==> src/rtl/div8191_pkg.sv <==
// Shared constants and elaboration helpers for the divide-by-8191 pipeline.
package div8191_pkg;

    localparam int unsigned DIVISOR = 8191;
    localparam int unsigned FOLD_W  = 13;
    localparam int unsigned LATENCY = 3;
    localparam int unsigned MIN_K   = 13;

    // Folds needed to bring a w-bit value below 2^(FOLD_W+1); each fold
    // bounds the width to max(w-FOLD_W, FOLD_W)+1.
    function automatic int unsigned num_folds(input int unsigned w);
        int unsigned cur;
        int unsigned n;
        cur = w;
        n   = 0;
        while (cur > FOLD_W + 1) begin
            cur = ((cur - FOLD_W > FOLD_W) ? cur - FOLD_W : FOLD_W) + 1;
            n   = n + 1;
        end
        return n;
    endfunction

endpackage

==> src/rtl/mersenne_fold.sv <==
// One combinational Mersenne fold: v = a*2^13 + b  ->  partial quotient a, residue a+b.
module mersenne_fold
    import div8191_pkg::*;
#(
    parameter int unsigned W = 64
) (
    input  logic [W-1:0]        v,
    output logic [W-FOLD_W-1:0] a,
    output logic [W-1:0]        s
);

    // a + b never exceeds v, so the residue fits in the input width.
    assign a = v[W-1:FOLD_W];
    assign s = W'(a) + W'(v[FOLD_W-1:0]);

endmodule

==> src/rtl/divider_8191_core.sv <==
// Pipelined quotient/remainder by 8191 using shift-and-add folding; fixed
// three-clock latency from the input sampling edge, one operation per clock.
module divider_8191_core
    import div8191_pkg::*;
#(
    parameter int unsigned K = 32
) (
    input  logic          clk,
    input  logic          rst,
    input  logic          in_valid,
    input  logic [K+31:0] x,
    output logic          out_valid,
    output logic [31:0]   q,
    output logic [K-1:0]  r
);

    localparam int unsigned XW  = K + 32;
    localparam int unsigned QW  = XW - FOLD_W + 1;
    localparam int unsigned NF  = num_folds(XW);
    localparam int unsigned NF1 = (NF + 1) / 2;
    localparam int unsigned NF2 = NF - NF1;

    if (K < MIN_K) begin : g_k_check
        $error("divider_8191_core: K must be at least 13");
    end

    logic [LATENCY-1:0] vld;
    logic [XW-1:0]      s0_x;
    logic [XW-1:0]      s1_v;
    logic [QW-1:0]      s1_q;
    logic [XW-1:0]      s2_v;
    logic [QW-1:0]      s2_q;
    logic [XW-1:0]      fix_v;
    logic [QW-1:0]      fix_q;

    // Valid shift register; reset drops everything in flight.
    always_ff @(posedge clk) begin
        if (rst) begin
            vld <= '0;
        end else begin
            vld <= {vld[LATENCY-2:0], in_valid};
        end
    end

    // First half of the fold chain, fed by the sampled dividend.
    for (genvar i = 0; i < NF1; i++) begin : g_f1
        logic [XW-1:0]        vin;
        logic [XW-1:0]        vout;
        logic [QW-1:0]        qin;
        logic [QW-1:0]        qout;
        logic [XW-FOLD_W-1:0] a;
        if (i == 0) begin : g_first
            assign vin = s0_x;
            assign qin = '0;
        end else begin : g_next
            assign vin = g_f1[i-1].vout;
            assign qin = g_f1[i-1].qout;
        end
        mersenne_fold #(.W(XW)) u_fold (
            .v (vin),
            .a (a),
            .s (vout)
        );
        assign qout = qin + QW'(a);
    end

    // Second half of the fold chain, continuing from the stage-1 registers.
    for (genvar i = 0; i < NF2; i++) begin : g_f2
        logic [XW-1:0]        vin;
        logic [XW-1:0]        vout;
        logic [QW-1:0]        qin;
        logic [QW-1:0]        qout;
        logic [XW-FOLD_W-1:0] a;
        if (i == 0) begin : g_first
            assign vin = s1_v;
            assign qin = s1_q;
        end else begin : g_next
            assign vin = g_f2[i-1].vout;
            assign qin = g_f2[i-1].qout;
        end
        mersenne_fold #(.W(XW)) u_fold (
            .v (vin),
            .a (a),
            .s (vout)
        );
        assign qout = qin + QW'(a);
    end

    // Data pipeline registers load only when their stage carries a valid op.
    always_ff @(posedge clk) begin
        if (in_valid) begin
            s0_x <= x;
        end
        if (vld[0]) begin
            s1_v <= g_f1[NF1-1].vout;
            s1_q <= g_f1[NF1-1].qout;
        end
        if (vld[1]) begin
            s2_v <= g_f2[NF2-1].vout;
            s2_q <= g_f2[NF2-1].qout;
        end
    end

    // Residue is below 2^14 here; at most two subtractions of 8191 remain.
    always_comb begin
        fix_v = s2_v;
        fix_q = s2_q;
        if (s2_v >= XW'(2 * DIVISOR)) begin
            fix_v = s2_v - XW'(2 * DIVISOR);
            fix_q = s2_q + QW'(2);
        end else if (s2_v >= XW'(DIVISOR)) begin
            fix_v = s2_v - XW'(DIVISOR);
            fix_q = s2_q + QW'(1);
        end
    end

    // Output registers hold their last result between valid cycles.
    always_ff @(posedge clk) begin
        if (rst) begin
            out_valid <= 1'b0;
            q         <= '0;
            r         <= '0;
        end else begin
            out_valid <= vld[LATENCY-1];
            if (vld[LATENCY-1]) begin
                q <= 32'(fix_q);
                r <= K'(fix_v);
            end
        end
    end

endmodule

==> config.mk <==
export PLATFORM = sky130hd
export DESIGN_NAME = divider_8191_core
export DESIGN_NICKNAME = d
export VERILOG_FILES = /design/src/rtl/div8191_pkg.sv /design/src/rtl/mersenne_fold.sv /design/src/rtl/divider_8191_core.sv
export SDC_FILE = /design/constraint.sdc
export NUM_CORES = 1
export LEC_CHECK = 0
export ABC_CLOCK_PERIOD_IN_PS = 8800
export CAP_MARGIN = 20
export CELL_PAD_IN_SITES_DETAIL_PLACEMENT = 0
export CELL_PAD_IN_SITES_GLOBAL_PLACEMENT = 2
export CORE_MARGIN = 10
export CORE_UTILIZATION = 39
export DETAILED_ROUTE_END_ITERATION = 6
export PLACE_DENSITY_LB_ADDON = 0.1
export SLEW_MARGIN = 20
export SYNTH_ARGS = -nofsm -noshare
export SYNTH_HDL_FRONTEND = slang
export SYNTH_SLANG_ARGS = --single-unit
==> constraint.sdc <==
create_clock -name clk -period 8.8 [get_ports clk]
set_input_delay 1.32 -clock clk [delete_from_list [all_inputs] [get_ports clk]]
set_output_delay 1.32 -clock clk [all_outputs]
set_load 0.01 [all_outputs]
==> results.toml, run 1 <==
[clock_network]
clk_latency_ns = 0.58
cts_resized = 0
cts_setup_buffers = 0
cts.sinks = 233
htreeDepth = 1
cts_root_buffer = "clkbuf_16"
clock_path_buffers = 3
cts_buffers = 27
path_clk_slew_ns = 0.06
ctsHoldBuffers = 0
cts_tree = "built"

[pwr]
p_per_area_nw_per_um2 = 256.5
ir_worst_vdd_mv = 0.1581
p_leak_nw = 7.331
power_mw = 4.902

[hold_path]
hp-class = "register to register"

[grt]
grt_max_degree = 87
grt_pass1_vias = 11589
grt-ovfl-total = 0
antenna_found_initial = 0
grt_usage_pct = 15.67
grt_pass1_wl_mm = 63.38

[detailed_routing]
first_pass_iters = 5
drt_wl_total_mm = 40.32
ant_nets = 0
drt_iter0_markers = 543
routed_via_density = 4.994
route.detailed.drc = 0
vias = 11501
wl_per_cell_um = 17.51

[floorplan]
start_util_pct = 39.45
io_pins = 132
coreArea_um2 = 40920
dieWidth_um = 223.5
chipHeight_um = 223.5
die-area_um2 = 49930
rows = 74

[yosys]
syn_avg_cell_area_um2 = 10.05
syn_inst = 1607
ys_ff_latch = 233
ys_warn_count = 0
synth-edff-count = 170
async_flop_share_pct = 0
synth_ff_type = "edfxtp_1"
syn-cell-area_um2 = 16140
ys_types = 91
ys_seq_area_share_pct = 39.43

[worst_setup_path]
end_kind = "register"
cp_slowest_stage_delay_ns = 0.48
path_common_cell = "o21ai_0"
crit_arrival_ns = 8.46
cp_max_fo = 6
start_kind = "register"
regToRegStartpoint = "g_f1[0].vin[13]"
path_depth = 34
crit_slowest_cell = "fa_1"
critical_path_class = "register to register"
crit_end = "g_f2[0].qin[30]"
r2r_slack_ns = 0.66
critPathBufInv = 3
reg2reg_depth = 34
cp.required_ns = 9.12
reg2reg_to = "g_f2[0].qin[30]"
critPathTopFamily = "compound AO/OA/AOI/OAI gates"
crit_start = "g_f1[0].vin[13]"

[sta]
fin_setup_tns_ns = 0
hold_viol = 0
timing.fmax_mhz = 122.9
maxSlewViolCount = 0
worst_pin_slew_ns = 0.9846
max_slew_margin_pct = 34.36
finalCriticalPeriod_ns = 8.139
fin_hold_ws_ns = 0.4515
rsz0062_at_grt = "no"
fin_worst_skew_ns = 0.01533
period_share_pct = 92.49
setup_viol = 0

[cells_and_area]
n_antenna_cell = 0
area_growth_pct = 18.37
utilization_pct = 46.70
fillers = 3981
stdcell_count = 2303
drive_gt1_share_pct = 7.340
fin_nets = 1977

[status]
status = "finished clean"

[placement]
dp_hpwl_mm = 33.41
port_buffers = 131
dpl.cell_count = 2253
place.gp.congestion = 0.9357

[run]
maxCapViolCount = 0
-- cells in the final DEF, fill, tap and decap left out, types with 6 or more instances in the layout --
cell type and instances:
a21o_1 23, a21oi_1 91, o21ai_0 46, and3_1 28
a211oi_1 47, o211ai_1 7, edfxtp_1 170, or2_2 10
clkdlybuf4s50_1 129, nand4_1 22, a21boi_0 6, a311oi_1 7
buf_4 16, o21a_1 19, o21bai_1 13, fa_1 37
nor2b_1 15, and2_1 16, ha_1 123, clkbuf_16 27
nor3_1 25, inv_1 139, clkinv_2 6, xor2_1 70
xnor2_1 139, dfxtp_1 60, nor2_1 146, bufinv_16 7
nand2_1 104, a31oi_1 7, xnor2_2 7, nand2b_1 24
nand3_1 44, or3_1 11, and4_1 7
-- report_power, final --
part / leakage (nW) / internal, mW / switching (mW)
Sequential: 2.13 / 1.46 / 0.113
Combinational: 4.71 / 0.926 / 1.16
Clock: 0.491 / 0.778 / 0.461
Total: 7.33 / 3.17 / 1.73
-- flip-flops by register name, summed over array words and instances (netlist names) --
name / cells
g_f2.qin: 32
s2_q: 32
g_f1.vin: 64
g_f2.vin: 28
vld: 3
out_valid: 1
q: 32
r: 27
s2_v: 14
-- logic make-up (layout without fill, tap and decap cells) --
kind of cell / after synthesis / after routing / share of synthesized area [%]
and+or+nand+nor: 492 / 492 / 15.56
AOI/OAI and AO/OA: 326 / 326 / 14.24
DFF: 233 / 233 / 39.43
xor gates and xnor gates: 218 / 218 / 12.11
buffers and inverters: 173 / 336 / 4.301
adders and majority gates: 160 / 160 / 14.12
muxes: 3 / 3 / 0.1860
other: 2 / 3 / 0.04652
-- metrics by stage --
step	area, um2	setup WS (ns)
global placement	18070	0.4212
global route	19110	0.04030
CTS	19070	0.2627
floorplan	16150	1.375
finish	19110	0.6613
detailed placement	18070	0.3077
-- cells in the mapped netlist (all sizes together), types with 4 or more instances --
| cell | count | area, um2 |
|---|---|---|
| nand2b | 24 | 150.1 |
| fa | 37 | 740.7 |
| a21oi | 94 | 474.2 |
| dfxtp | 63 | 1261 |
| xor2 | 72 | 645.6 |
| or2 | 11 | 68.82 |
| nor2b | 15 | 93.84 |
| xnor2 | 146 | 1309 |
| a21boi | 6 | 45.04 |
| nor2 | 149 | 566.8 |
| nand2 | 105 | 396.6 |
| or3 | 13 | 91.34 |
| nand4 | 23 | 158.9 |
| o21ai | 52 | 264.0 |
| a31oi | 8 | 65.06 |
| clkbuf | 24 | 90.09 |
| nor4 | 7 | 73.82 |
| a211oi | 52 | 422.9 |
| and2 | 16 | 100.1 |
| nor3 | 28 | 150.1 |
| nor3b | 4 | 30.03 |
| o211ai | 10 | 107.6 |
| nand3 | 46 | 240.2 |
| o21a | 19 | 142.6 |
| buf | 10 | 82.57 |
| and4 | 7 | 61.31 |
| ha | 123 | 1539 |
| o21bai | 13 | 97.59 |
| and3 | 31 | 197.7 |
| a21o | 24 | 181.4 |
| o2111a | 4 | 45.04 |
| edfxtp | 170 | 5105 |
| a311oi | 8 | 76.32 |
| inv | 139 | 521.8 |
-- worst reg2reg max path: cells and delay by family, from the launching register on --
family,cells,cell delay (ns)
adder cells (fa/ha/maj),5,1.89
XOR/XNOR,3,0.60
AND/OR/NAND/NOR,5,1.04
AO/OA/AOI/OAI,18,3.68
buffers and inverters,3,0.34
flip-flops,1,0.38
-- layer usage --
metal  up-vias  track usage (%)  wire length [um]
li1       5991                -                 -
met1      5215            20.06             18790
met2       229            26.18             18620
met3        66            2.811              1659
met4         0            5.122              1245
met5         -                0                 0
-- worst min-delay path by stage --
stage | from | cells past startpoint | endpoint
after detailed placement | r[20] | 1 | r[20]
after global routing | r[20] | 1 | r[20]
after CTS | r[20] | 1 | r[20]
after global placement | r[20] | 1 | r[20]
after floorplan | r[27] | 2 | r[27]
final | r[20] | 1 | r[20]
-- cell type report --
type / instances / area, um2 / area share, %
multi-input combinational: 1202 / 9130 / 47.78
sequential: 233 / 6372 / 33.35
timing repair buffer: 147 / 1421 / 7.438
clock buffer: 29 / 693.2 / 3.627
tap: 532 / 665.6 / 3.483
inverter: 139 / 521.8 / 2.730
clock inverter: 21 / 305.3 / 1.598
Note: power is estimated with default switching activity, not from simulation.
==> inputs of run 2 (changes only) <==
==> constraint.sdc (replaced) <==
create_clock -name clk -period 8.8 [get_ports clk]
set_input_delay 1.76 -clock clk [delete_from_list [all_inputs] [get_ports clk]]
set_output_delay 1.76 -clock clk [all_outputs]
set_load 0.01 [all_outputs]
==> results of run 2 <==
Final layout, timing and power as in run 1 (identical DEF).
==> inputs of run 3 (changes only) <==
--- a/config.mk
+++ b/config.mk
@@ -12,6 +12,7 @@
 export CORE_MARGIN = 10
 export CORE_UTILIZATION = 39
 export DETAILED_ROUTE_END_ITERATION = 6
+export MAX_ROUTING_LAYER = met4
 export PLACE_DENSITY_LB_ADDON = 0.1
 export SLEW_MARGIN = 20
 export SYNTH_ARGS = -nofsm -noshare
==> results.toml, run 3 (synthesized netlist as in run 1, its figures left out) <==
[status]
status = "finished clean"

[cells_and_area]
drive_gt1_share_pct = 7.223
n_antenna_cell = 0
fillers = 3968
largest_reg_flops = 64
fin_nets = 1978
finalInstanceArea_um2 = 19010
final_cell_mix = "170 x edfxtp_1, 146 x nor2_1, 139 x xnor2_1, 139 x inv_1, 129 x clkdlybuf4s50_1"
area_growth_pct = 17.75
mostFrequentLayoutCell = "edfxtp_1"

[sta]
maxSlewViolCount = 0
max_slew_margin_pct = 33.10
worst_pin_slew_ns = 1.003
setup_viol = 0
timing.fmax_mhz = 122.8
hold_viol = 0
fin_setup_tns_ns = 0
fin_worst_skew_ns = 0.01978
rsz0062_at_grt = "no"
finalCriticalPeriod_ns = 8.141
period_share_pct = 92.51

[hold_path]
whs_path_depth = 1
min_from = "r[28]"
hp-class = "register to register"
min_to = "r[28]"

[floorplan]
die-area_um2 = 49930
start_util_pct = 39.45
chipHeight_um = 223.5
rows = 74
dieWidth_um = 223.5
io_pins = 132
coreArea_um2 = 40920

[worst_setup_path]
cp_slowest_stage_delay_ns = 0.49
start_kind = "register"
critical_path_class = "register to register"
critPathBufInv = 3
r2r_slack_ns = 0.66
end_kind = "register"
reg2reg_to = "g_f2[0].qin[30]"
reg2reg_depth = 34
critPathTopFamily = "compound AO/OA/AOI/OAI gates"
crit_slowest_cell = "fa_1"
regToRegStartpoint = "g_f1[0].vin[13]"
cp.required_ns = 9.11
cp_max_fo = 5
crit_arrival_ns = 8.45

[detailed_routing]
drt_iter0_markers = 599
drt_wl_total_mm = 40.51
routed_via_density = 5.009
ant_nets = 0
vias = 11541
wl_per_cell_um = 17.58
route.detailed.drc = 0
first_pass_iters = 5

[grt]
grt_pass1_wl_mm = 63.72
grt_usage_pct = 16.26
antenna_found_initial = 0
grt_pass1_vias = 11575
grt_max_degree = 93
grt-ovfl-total = 0

[placement]
place.gp.congestion = 0.9419
placed_area_um2 = 18070
dp_hpwl_mm = 33.67
port_buffers = 131

[run]
maxCapViolCount = 0

[clock_network]
cts_buffers = 27
ctsHoldBuffers = 0
path_clk_slew_ns = 0.06
clock_path_buffers = 3
cts_tree = "built"
cts_root_buffer = "clkbuf_16"
cts.sinks = 233
htreeDepth = 1
clk_latency_ns = 0.57

[pwr]
p_per_area_nw_per_um2 = 250.5
p_leak_nw = 7.284
ir_worst_vdd_mv = 0.1576
[run 3: cell count changes in the layout (fill, tap and decap cells not counted), moves of 2 or more]
cell | previous run | this run
bufinv_16 | 7 | 1
clkbuf_1 | 1 | 5
clkbuf_8 | 1 | 4
buf_4 | 16 | 18
clkinv_4 | 2 | 0
[run 3: worst max path at each step]
stage / startpoint / to / depth (start not counted)
5_1_grt: g_f1[0].vin[13] / g_f2[0].qin[31] / 33
3_3_place_gp: g_f1[0].vin[13] / g_f2[0].qin[31] / 33
3_5_place_dp: g_f1[0].vin[13] / g_f2[0].qin[31] / 33
2_1_floorplan: g_f1[0].vin[13] / g_f2[0].qin[31] / 32
6_report: g_f1[0].vin[13] / g_f2[0].qin[30] / 34
4_1_cts: g_f1[0].vin[13] / g_f2[0].qin[31] / 33
[run 3: final cells by class]
type | instances | area, um2 | area share, %
clock inverters | 12 | 103.9 | 0.5463
clock buffers | 38 | 779.5 | 4.101
well taps | 532 | 665.6 | 3.502
repair buffers | 148 | 1431 | 7.530
inverters | 139 | 521.8 | 2.745
multi-input cells | 1202 | 9135 | 48.05
flip-flops and latches | 233 | 6372 | 33.52
[run 3: report_power, final]
group / switching (mW) / total (mW) / leakage [nW] / internal (mW)
Combinational: 1.16 / 2.09 / 4.72 / 0.927
Sequential: 0.115 / 1.58 / 2.13 / 1.46
Clock: 0.449 / 1.10 / 0.439 / 0.649
Total: 1.72 / 4.76 / 7.28 / 3.04
[run 3: metrics by stage]
step           cells  hold WS, ns  util, %  setup slack [ns]  power, mW
6_report        2304       0.4493    46.45            0.6588      4.762
5_1_grt         2304       0.4865    46.45           0.01075      5.142
4_1_cts         2303       0.4574    46.31            0.2557      4.813
3_5_place_dp    2253       0.4434    44.15            0.2915      3.689
3_3_place_gp    2253       0.4335    44.15            0.4548      3.680
2_1_floorplan   1608       0.4904        -             1.375      3.111
[run 3: metal layers]
layer | wire, um | GRT usage (%)
met5 | 0 | -
met4 | 1217 | 4.861
met3 | 1461 | 2.445
met2 | 18810 | 26.31
met1 | 19020 | 20.65
[run 3: what timing repair did]
| item | in CTS | in global routing |
|---|---|---|
| hold endpoints to repair | 0 | 0 |
| resized for setup | 0 | 9 |
| setup endpoints to repair | 0 | 6 |
| setup buffers | 0 | 1 |
==> patch: new RTL, flow settings as in run 3 <==
`LATENCY`: 3 -> 2.
--- a/src/rtl/div8191_pkg.sv
+++ b/src/rtl/div8191_pkg.sv
@@ -4,5 +4,5 @@
     localparam int unsigned DIVISOR = 8191;
     localparam int unsigned FOLD_W  = 13;
-    localparam int unsigned LATENCY = 3;
+    localparam int unsigned LATENCY = 2;
     localparam int unsigned MIN_K   = 13;
 
Formal check against the unedited RTL: not equivalent (a bounded check fails within 4 cycles, from zero or initial values and one cycle with rst high).
==> patch against run 3 <==
Clock skew shrank 0.0031 ns; non-clock buffer count is 5 higher; total power decreased by 1.2%; clock power is 5% lower; routed wire length up 0.53%; synthesized area is 2.5% lower; setup slack got worse by 0.18 ns; count of clock-buffer cells in the layout shrank 4; final area down 2.4%; sequential power barely moved; sequential cell count shrank 1; utilization is 0.16 points higher; critical path type unchanged.
==> patch: results (changes against run 3) <==
stage;metric;value;unit;change
drt;drt-initial-drc-count;476;;was 599
min_path;hp-start;r[26]$_SDFFE_PP0P_;;was r[28]$_SDFFE_PP0P_
worst_setup_path;max_stage_delay;0.47;ns;was 0.49 ns
logic_synthesis;synth_cells;1580;;was 1607
final_layout;final_layout_size_suffix_gt1_frac;0.05209;;was 0.07223
pwr;p_sw_frac;0.3620;;was 0.3619
drt;dr_total_vias;11420;;was 11541
final_layout;final_nets;1955;;was 1978
worst_setup_path;r2r-start;g_f1[0].vin[13]$_DFFE_PP_;;unchanged
timing;tightest_slew;1.053;ns;was 1.003 ns
place;place_hpwl;33540;um;was 33670 um
logic_synthesis;seq_area_frac_synth;0.4032;;was 0.3943
place;dpl_cell_area;17690;um2;was 18070 um2
final_layout;fin_cells;2272;;was 2304
floorplan;fp.dieW;220.9;um;was 223.5 um
final_layout;antennaDiodeCount;0;;unchanged
pwr;p_leak;7.179;nW;was 7.284 nW
logic_synthesis;ys_types;77;;was 91
grt;grt_usage;0.1650;;was 0.1626
place;dp.cells;2222;;was 2253
worst_setup_path;cp_max_fo;6;;was 5
place;dp_slack;0.2907;ns;was 0.2915 ns
logic_synthesis;synth_area_leaders;edfxtp_1, ha_1, dfxtp_1;;unchanged
logic_synthesis;synth_common_cells;edfxtp_1, nor2_1, inv_1, xnor2_1, ha_1;;was edfxtp_1, nor2_1, xnor2_1
timing;fin_worst_skew;0.01666;ns;was 0.01978 ns
place;place.gp.congestion;0.9210;;was 0.9419
drt;routedWlPerCell;17.92;um;was 17.58 um
grt;grt_max_degree;83;;was 93
pwr;ir_drop;0.1531;mV;was 0.1576 mV
grt;grt_pass1_vias;11646;;was 11575
outcome;outcome;finished, final reports clean;;unchanged
timing;setup_slack;0.4740;ns;was 0.6588 ns
grt;grt_pass1_wl;64600;um;was 63720 um
worst_setup_path;crit_arrival;8.60;ns;was 8.45 ns
## patch: cell count changes in the layout (fill, tap and decap cells not counted), sizes merged, moves of 5 or more
| cell | run 3 | this run |
|---|---|---|
| a211oi | 52 | 44 |
| a21o | 24 | 34 |
| a21oi | 94 | 86 |
| and3 | 31 | 26 |
| and4 | 7 | 12 |
| buf | 19 | 24 |
| inv | 141 | 131 |
| nor3 | 28 | 34 |
| xnor2 | 146 | 131 |
| xor2 | 72 | 80 |
## patch: timing repair
action | CTS | global route
setup endpoints to repair | 0 | 7
resized for setup | 0 | 6
setup buffers | 0 | 2
## patch: final cells by class
cell class                      count  area [um2]
Clock buffer                       34       701.9
Timing Repair Buffer              153        1469
Sequential cell                   232        6351
Tap cell                          525       656.9
Inverter                          130       488.0
Multi-Input combinational cell   1184        8768
Clock inverter                     14       125.1
Fill cell                        3817       21260
## patch: path summary, 6_finish.rpt
kind / end / cells past startpoint
setup / recovery: g_f2[0].qin[31]$_DFFE_PP_ / 33
setup reg to reg: g_f2[0].qin[31]$_DFFE_PP_ / 33
hold reg to reg: r[26]$_SDFFE_PP0P_ / 2
hold / removal: r[26]$_SDFFE_PP0P_ / 2
## patch: cells by family after synthesis
| family | after synthesis | share of synthesized area |
|---|---|---|
| fa+ha+maj | 160 | 0.1448 |
| xor+xnor | 211 | 0.1179 |
| compound gates | 309 | 0.1313 |
| simple gates | 497 | 0.1580 |
| flops | 232 | 0.4032 |
| mux | 4 | 0.002544 |
| buf+inv | 165 | 0.04166 |
| other cells | 2 | 0.0004772 |
## patch: metrics by stage
step | hold slack [ns] | power (mW)
6_report | 0.4698 | 4.703
5_1_grt | 0.4833 | 5.091
4_1_cts | 0.4731 | 4.759
3_5_place_dp | 0.4621 | 3.672
3_3_place_gp | 0.4573 | 3.656
2_1_floorplan | 0.4940 | 3.101
## patch: routing by layer
metal | vias up | global-route usage | wire length [um]
met2 | 189 | 0.2809 | 19450
li1 | 5910 | - | -
met3 | 46 | 0.02149 | 1482
met4 | 0 | 0.03435 | 742
met1 | 5275 | 0.2058 | 19040
met5 | - | - | 0
## patch: critical path: cells and delay by family (launching register included)
kind | cells | cell delay, ns
buffers and inverters | 2 | 0.25
flip-flops | 1 | 0.38
AO/OA/AOI/OAI | 17 | 4.04
AND/OR/NAND/NOR | 5 | 0.58
XOR/XNOR | 3 | 0.75
adder cells (fa/ha/maj) | 6 | 2.07
## patch: power groups by stage
stage	sequential (mW)	clock (mW)	combinational, mW
2_1_floorplan	1.57	0	1.53
3_3_place_gp	1.60	0	2.06
3_5_place_dp	1.61	0	2.07
4_1_cts	1.58	1.10	2.08
5_1_grt	1.60	1.14	2.35
6_report	1.58	1.05	2.07
